File: src/rtl/spi_cmd_ctrl_if.sv
// Signal bundle between the SPI frame side, the register bus and status outputs.
// The controller uses the master view; the environment (SPI slave, bus, monitor) uses slave.
interface spi_cmd_ctrl_if;
  logic        flag_done;
  logic [15:0] rxd_data;
  logic [15:0] txd_data;
  logic        bus_req;
  logic        bus_we;
  logic [6:0]  bus_addr;
  logic [7:0]  bus_wdata;
  logic        bus_ack;
  logic [7:0]  bus_rdata;
  logic        busy;
  logic        err;
  logic [7:0]  frame_cnt;

  modport master (
    input  flag_done, rxd_data, bus_ack, bus_rdata,
    output txd_data, bus_req, bus_we, bus_addr, bus_wdata, busy, err, frame_cnt
  );

  modport slave (
    output flag_done, rxd_data, bus_ack, bus_rdata,
    input  txd_data, bus_req, bus_we, bus_addr, bus_wdata, busy, err, frame_cnt
  );
endinterface

File: src/rtl/spi_cmd_ctrl.sv
// Decodes 16-bit SPI command frames into register-bus accesses, with a bus timeout,
// sticky error flags and an internal status/control register at address 7'h7F.
module spi_cmd_ctrl #(
  parameter int TIMEOUT_CYCLES = 64
) (
  input  logic             clk,
  input  logic             rst,
  spi_cmd_ctrl_if.master   sif
);

  typedef enum logic [1:0] {IDLE, BUS_WR, BUS_RD} state_t;

  localparam logic [6:0] INT_ADDR     = 7'h7F;
  localparam logic [7:0] TIMEOUT_LAST = 8'(TIMEOUT_CYCLES - 1);

  state_t      state_q, state_d;
  logic        bus_req_q, bus_req_d;
  logic        bus_we_q, bus_we_d;
  logic [6:0]  bus_addr_q, bus_addr_d;
  logic [7:0]  bus_wdata_q, bus_wdata_d;
  logic [15:0] txd_q, txd_d;
  logic        timeout_err_q, timeout_err_d;
  logic        overrun_err_q, overrun_err_d;
  logic [5:0]  wait_q, wait_d;
  logic [7:0]  frame_cnt_q, frame_cnt_d;

  logic        rx_rw;
  logic [6:0]  rx_addr;
  logic [7:0]  rx_data;
  logic        wait_expired;

  assign rx_rw        = sif.rxd_data[15];
  assign rx_addr      = sif.rxd_data[14:8];
  assign rx_data      = sif.rxd_data[7:0];
  assign wait_expired = ({2'b00, wait_q} == TIMEOUT_LAST);

  always_ff @(posedge clk) begin
    if (rst) begin
      state_q       <= IDLE;
      bus_req_q     <= 1'b0;
      bus_we_q      <= 1'b0;
      bus_addr_q    <= 7'h00;
      bus_wdata_q   <= 8'h00;
      txd_q         <= 16'h0000;
      timeout_err_q <= 1'b0;
      overrun_err_q <= 1'b0;
      wait_q        <= 6'd0;
      frame_cnt_q   <= 8'h00;
    end else begin
      state_q       <= state_d;
      bus_req_q     <= bus_req_d;
      bus_we_q      <= bus_we_d;
      bus_addr_q    <= bus_addr_d;
      bus_wdata_q   <= bus_wdata_d;
      txd_q         <= txd_d;
      timeout_err_q <= timeout_err_d;
      overrun_err_q <= overrun_err_d;
      wait_q        <= wait_d;
      frame_cnt_q   <= frame_cnt_d;
    end
  end

  always_comb begin
    state_d       = state_q;
    bus_req_d     = bus_req_q;
    bus_we_d      = bus_we_q;
    bus_addr_d    = bus_addr_q;
    bus_wdata_d   = bus_wdata_q;
    txd_d         = txd_q;
    timeout_err_d = timeout_err_q;
    overrun_err_d = overrun_err_q;
    wait_d        = wait_q;
    frame_cnt_d   = frame_cnt_q;

    case (state_q)
      IDLE: begin
        if (sif.flag_done) begin
          frame_cnt_d = frame_cnt_q + 8'd1;
          txd_d       = 16'h0000;
          if (sif.rxd_data == 16'h0000) begin
            txd_d = 16'h0000;
          end else if (rx_addr == INT_ADDR) begin
            // The internal register is served locally and never reaches the bus.
            if (rx_rw) begin
              txd_d = {1'b1, INT_ADDR, timeout_err_q, overrun_err_q, 6'b000000};
            end else if (rx_data[0]) begin
              timeout_err_d = 1'b0;
              overrun_err_d = 1'b0;
            end
          end else begin
            bus_req_d  = 1'b1;
            bus_we_d   = ~rx_rw;
            bus_addr_d = rx_addr;
            wait_d     = 6'd0;
            if (!rx_rw) begin
              bus_wdata_d = rx_data;
            end
            state_d = rx_rw ? BUS_RD : BUS_WR;
          end
        end
      end
      BUS_WR, BUS_RD: begin
        if (sif.flag_done) begin
          overrun_err_d = 1'b1;
        end
        // An ack on the last allowed cycle wins over the timeout.
        if (sif.bus_ack) begin
          bus_req_d = 1'b0;
          state_d   = IDLE;
          if (state_q == BUS_RD) begin
            txd_d = {1'b1, bus_addr_q, sif.bus_rdata};
          end
        end else if (wait_expired) begin
          bus_req_d     = 1'b0;
          timeout_err_d = 1'b1;
          state_d       = IDLE;
          if (state_q == BUS_RD) begin
            txd_d = {1'b0, bus_addr_q, 8'h00};
          end
        end else begin
          wait_d = wait_q + 6'd1;
        end
      end
      default: begin
        state_d   = IDLE;
        bus_req_d = 1'b0;
      end
    endcase
  end

  assign sif.txd_data  = txd_q;
  assign sif.bus_req   = bus_req_q;
  assign sif.bus_we    = bus_we_q;
  assign sif.bus_addr  = bus_addr_q;
  assign sif.bus_wdata = bus_wdata_q;
  assign sif.busy      = (state_q != IDLE);
  assign sif.err       = timeout_err_q | overrun_err_q;
  assign sif.frame_cnt = frame_cnt_q;

endmodule

File: src/flat_wrapper.sv
// flat-port wrapper written by rule: the top's interface ports become plain ports
module spi_cmd_ctrl_flat 
#(
  parameter int TIMEOUT_CYCLES = 64
)
  (clk, rst, sif_flag_done, sif_rxd_data, sif_bus_ack, sif_bus_rdata, sif_txd_data, sif_bus_req, sif_bus_we, sif_bus_addr, sif_bus_wdata, sif_busy, sif_err, sif_frame_cnt);
  spi_cmd_ctrl_if sif_i ();
  input  logic clk;
  input  logic rst;
  input wire logic [$bits(sif_i.flag_done)-1:0] sif_flag_done;
  input wire logic [$bits(sif_i.rxd_data)-1:0] sif_rxd_data;
  input wire logic [$bits(sif_i.bus_ack)-1:0] sif_bus_ack;
  input wire logic [$bits(sif_i.bus_rdata)-1:0] sif_bus_rdata;
  output wire logic [$bits(sif_i.txd_data)-1:0] sif_txd_data;
  output wire logic [$bits(sif_i.bus_req)-1:0] sif_bus_req;
  output wire logic [$bits(sif_i.bus_we)-1:0] sif_bus_we;
  output wire logic [$bits(sif_i.bus_addr)-1:0] sif_bus_addr;
  output wire logic [$bits(sif_i.bus_wdata)-1:0] sif_bus_wdata;
  output wire logic [$bits(sif_i.busy)-1:0] sif_busy;
  output wire logic [$bits(sif_i.err)-1:0] sif_err;
  output wire logic [$bits(sif_i.frame_cnt)-1:0] sif_frame_cnt;
  assign sif_i.flag_done = sif_flag_done;
  assign sif_i.rxd_data = sif_rxd_data;
  assign sif_i.bus_ack = sif_bus_ack;
  assign sif_i.bus_rdata = sif_bus_rdata;
  assign sif_txd_data = sif_i.txd_data;
  assign sif_bus_req = sif_i.bus_req;
  assign sif_bus_we = sif_i.bus_we;
  assign sif_bus_addr = sif_i.bus_addr;
  assign sif_bus_wdata = sif_i.bus_wdata;
  assign sif_busy = sif_i.busy;
  assign sif_err = sif_i.err;
  assign sif_frame_cnt = sif_i.frame_cnt;
  spi_cmd_ctrl #(.TIMEOUT_CYCLES(TIMEOUT_CYCLES)) u_core (.clk(clk), .rst(rst), .sif(sif_i));
endmodule
File: config.mk
export PLATFORM = sky130hd
export DESIGN_NAME = spi_cmd_ctrl_flat
export DESIGN_NICKNAME = d
export VERILOG_FILES = /design/src/rtl/spi_cmd_ctrl_if.sv /design/src/rtl/spi_cmd_ctrl.sv /design/src/flat_wrapper.sv
export SDC_FILE = /design/constraint.sdc
export NUM_CORES = 1
export LEC_CHECK = 0
export ABC_AREA = 0
export CAP_MARGIN = 25
export CORE_ASPECT_RATIO = 0.6
export CORE_MARGIN = 4
export CORE_UTILIZATION = 42
export DETAILED_ROUTE_END_ITERATION = 8
export HOLD_SLACK_MARGIN = 0.12
export PLACE_DENSITY = 0.76
export SLEW_MARGIN = 20
export SYNTH_ARGS = -nofsm -noshare
export SYNTH_HDL_FRONTEND = slang
export SYNTH_SLANG_ARGS = --single-unit
File: constraint.sdc
create_clock -name clk -period 2.1 [get_ports clk]
set_clock_uncertainty 0.15 [all_clocks]
set_input_delay 0.42 -clock clk [delete_from_list [all_inputs] [get_ports clk]]
set_output_delay 0.42 -clock clk [all_outputs]
set_load 0.005 [all_outputs]
* Word level (Yosys, flattened, before mapping) *
Cells that the tools add are included.

operators by class
  add/sub/neg operators = 2
  eq/ne operators = 16
  muxes and demuxes = 38
  bitwise logic cells = 4
  reduce and logical (&&, ||, !) cells = 13

operator list
  cell                 number
  $mux 16              8
  $pmux 16 s2          1
  $mux 6               5
  $logic_not 16->1     1
  $ne 2x2->1 const B   8
  $mux 1               13
  $mux 2               6
  $pmux 6 s2           1
  $reduce_and 4->1     3
  $add 8x1->8 const B  1
  $reduce_and 8->1     1
  $eq 7x7->1 const B   1
  $reduce_and 7->1     1
  $add 6x1->6 const B  1
  $eq 6x6->1 const B   1
  $ne 2x1->1 const B   3
  $pmux 1 s2           3
  $reduce_and 6->1     1
  $reduce_and 5->1     1
  $pmux 2 s2           1
  $reduce_bool 2->1    2
  $ne 3x2->1 const B   1
  $not 1->1            3
  $eq 2x1->1 const B   1
  5 further kinds      5

storage, ports and cells
  flip-flop bits (word level) = 51
  bits of input ports = 28
  logic and storage cells = 83

* Depth between registers and ports, before layout *
  word-level depth = 6
  mapped depth = 8
  gate-level depth less buffers = 7

* Worst setup path after synthesis *
OpenSTA, ideal clock, no wires.

  path type = register to register
  start = reg u_core.state_q[1]
  end = reg u_core.wait_q[2]
  setup time = 0.074 ns
  data arrival time = 1.916 ns
  slack = -0.041 ns
  cell stages (with the launch flop) = 9
  period minus slack after synthesis = 2.141 ns
  cell sequence = dfxtp_1 inv_1 ha_1 buf_2 nor2b_1 a21boi_0 a21oi_1 or4_1 a31oi_1

between the ends
  longest elaborated chain between the ends = 4
  elaborated cells between the ends (all ways) = 12
  those cells by class = eq/ne (7); mux (1); reduce/logical (4)

RTL lines
  item                                                              line                source
  from (decl)                                                       spi_cmd_ctrl.sv:16  state_t state_q, state_d;
  from (signal assigned)                                            spi_cmd_ctrl.sv:50  state_q <= state_d;
  $eq 2x1->1 or $eq 2x2->1 (tied branches)                          spi_cmd_ctrl.sv:75  case (state_q)
  $reduce_or 2->1                                                   spi_cmd_ctrl.sv:75
  $ne 2x2->1 (no source line) or $reduce_bool 2->1 (tied branches)  --
  $reduce_and 6->1 (no source line)                                 --
  to (signal assigned)                                              spi_cmd_ctrl.sv:58  wait_q <= wait_d;
  to (decl)                                                         spi_cmd_ctrl.sv:24  logic [5:0] wait_q, wait_d;

Parallel ways exist; a longest one is shown, timed or not.
A chain may end at the register's enable or synchronous reset.

* Final worst setup path *
Same ends and word-level chain as after synthesis.

==> metrics <==
vias 2,297; post-synthesis cell count 261; unique cell type count in the Yosys netlist 39; crit path max fanout 11; Power Dens Cells 747 nW/um2; maximum number of pins on one net before global-route repair 24; Post-layout nets 385; total instance count after detailed placement 411; type of the most critical hold path input pin to register; Worst setup SP type register; Detailed Routing Iterations Pass 1 4; reg2reg setup slack 20 ps; async set-or-reset flop fraction in the synthesized netlist 0; H-tree depth 2; wire length of the first global-routing pass 10,300 um; power dissipated by switching net loads 792 uW; Post-Syn Area per Cell 8.78 um2; number of nets with antenna violations after detailed routing 0; design area 3530 um2; Critical Path Max Stage Delay 490 ps; dpl ws -459 ps; Int Power 1.85 mW; max-slew violation total from the final report 0; aggregate routed wire length 6620 um; Primary FF master, synth dfxtp_1; number of enable flip-flop cells after synthesis 0; result of the run finished, final reports clean; sequential power share 0.418; maximum buffer depth of the clock tree 2; switching power share of the total 0.300; Max Fclk 480 MHz; number of failing hold endpoints at the final stage 0; proportion of netlist area held by the largest area contributor 0.445; max-slew headroom at the worst pin 0.756; GRT Total Usage 0.191; portion of the clock cycle consumed by the worst path in the final layout 0.992; leading post-synthesis cells by instance count dfxtp_1 (51), a21oi_1 (30), nor2_1 (25); combinational group share of total power 0.316; Layout area overhead 54.1%; total buffers and inverters traversed by the critical path 3; Final Setup Violations 0; wire length per cell 15.8 um; ranking of synthesized cells by area dfxtp_1 (45%), a21oi_1 (6.6%), mux2i_1 (6.6%); via count of the first global-routing pass 2,091; number of buffers created by CTS 5; leading area contributor after synthesis dfxtp_1; Leak 1.33 nW; placed inst area 3240 um2; actual transition at the worst max-transition pin 367 ps; post-route DRC violation count 0; CP cell instances inv_1, ha_4, buf_4, inv_1, a21oi_1, or4_1, a31oi_1; TritonCTS clock tree yes; Worst EP required 2180 ps; starting DRC count in detailed routing 156; warning count from the yosys run 0; Initial Util 0.443; n_diodes 0; part of the power in the clock network 0.266; Crit Path Class register to register; smallest setup slack after layout 16.6 ps; full die area 6740 um2; placeable core region 5180 um2; minimum clock period after layout 2080 ps; maximum vdd drop 401 uV; unrepaired setup endpoints after global routing yes; endpoint type of the worst setup path register; total of max-cap violations 0; antenna violations before repair 0; Synth Net Count 293; cell family with the largest share of critical-path delay simple AND/OR/NAND/NOR gates; number of primary I/O pins 71; critical-path cell with the highest stage delay or4_1; Arrival @ worst endpoint 2160 ps; area of the mapped netlist 2290 um2; fraction of layout instances using a drive strength above 1 0.184; library cell used as clock root buffer clkbuf_8; cell repeated most along the worst path inv_1; chip width 103 um; number of core rows 20; global route overflow 0; buffers added on ports 70; detailed-placement wirelength estimate 4740 um; count of non-filler cells in the finished layout 420; CTS hold repair buffers 0; height of the die 65.2 um; Sinks on Clock Net 51; number of storage elements in the synthesis netlist 51; most common cell in the synthesized netlist dfxtp_1; fraction of the yosys area taken by sequential cells 0.445; clock transition time at the flip-flop clock pins of the worst setup and hold paths 100 ps; worst-skew pair later-pin latency 300 ps; via density per instance 5.47; RePlAce Congestion 0.810
## per-layer routing
metal  share of wire  global-route usage  vias to the layer above
met4          0.0029              0.0242                        0
met5               0                   0                        -
met1            0.51               0.292                     1065
met3           0.084              0.0541                        2
met2            0.40               0.272                       83
li1                -                   -                     1147
## sequential cells by signal (all words and copies together), names as in the netlist
register / flops
u_core.overrun_err_q: 1
u_core.sif.bus_wdata: 8
u_core.sif.txd_data: 16
u_core.sif.frame_cnt: 8
u_core.timeout_err_q: 1
u_core.sif.bus_we: 1
u_core.sif.bus_req: 1
u_core.state_q: 2
u_core.sif.bus_addr: 7
u_core.wait_q: 6
## final cells by class
type                       count  area (um2)
tap                           66        82.6
fill                         393        1650
clock buffer                   5        68.8
multi-input combinational    189        1330
clock inverter                 3        43.8
inverter                       7        26.3
timing repair buffer          99         957
sequential                    51        1020
## cells in the final DEF (no fill, tap or decap), types with 5 or more instances in the layout
cell	instances
dfxtp_1	48
a31oi_1	6
clkdlybuf4s50_1	60
nand4_1	6
inv_1	6
a211oi_1	9
nor2_1	25
a21oi_1	26
nand2_1	14
nand3_1	10
dlymetal6s2s_1	8
o21ai_0	17
nor3_1	6
clkbuf_8	5
buf_4	27
mux2i_1	15
## repair_timing
item                                    4_1_cts  5_1_grt
gates resized for setup                      14       27
cloned                                        1        0
setup buffers                                 0        0
pin swaps                                     2        6
endpoints found under the setup margin       36       38
## stage by stage
stage	hold WS [ps]	total power, mW	util	TNS (ps)
final	323	2.64	0.682	0
after CTS	304	2.62	0.660	-0.703
after floorplan	300	1.48	-	0
after global routing	326	2.76	0.682	-259
after detailed placement	317	1.90	0.626	-12780
after global placement	311	1.88	0.626	-11710
## worst register-to-register path, cell delays in order (launching register included)
cell	delay, ps
dfxtp_1	340
inv_1	70
ha_4	260
buf_4	170
inv_1	180
a21oi_1	160
or4_1	490
a31oi_1	190
## worst paths after layout
path | start | end | cells after the start
hold reg to reg | u_core.sif.txd_data[3]$_SDFFE_PP0P_ | u_core.sif.txd_data[3]$_SDFFE_PP0P_ | 2
hold / removal | rst | u_core.sif.txd_data[0]$_SDFFE_PP0P_ | 2
setup reg to reg | u_core.state_q[1]$_SDFFE_PP0P_ | u_core.wait_q[2]$_SDFFE_PP0P_ | 7
setup / recovery | u_core.state_q[1]$_SDFFE_PP0P_ | u_core.wait_q[2]$_SDFFE_PP0P_ | 7
## power by group through the flow
stage | clock network [mW] | logic [mW] | registers (mW)
detailed placement | 0 | 0.775 | 1.12
CTS | 0.710 | 0.809 | 1.10
global route | 0.745 | 0.904 | 1.11
global placement | 0 | 0.758 | 1.12
finish | 0.702 | 0.832 | 1.10
floorplan | 0 | 0.352 | 1.12
## cell families after synthesis
| family | count (synthesis) | share of synthesized area |
|---|---|---|
| and+or+nand+nor | 91 | 0.216 |
| AOI/OAI and AO/OA | 71 | 0.183 |
| DFF | 51 | 0.445 |
| buffers and inverters | 22 | 0.0415 |
| muxes | 15 | 0.0655 |
| xor gates and xnor gates | 7 | 0.0267 |
| adders and majority gates | 4 | 0.0218 |
Power figures use the tool's default switching activity.
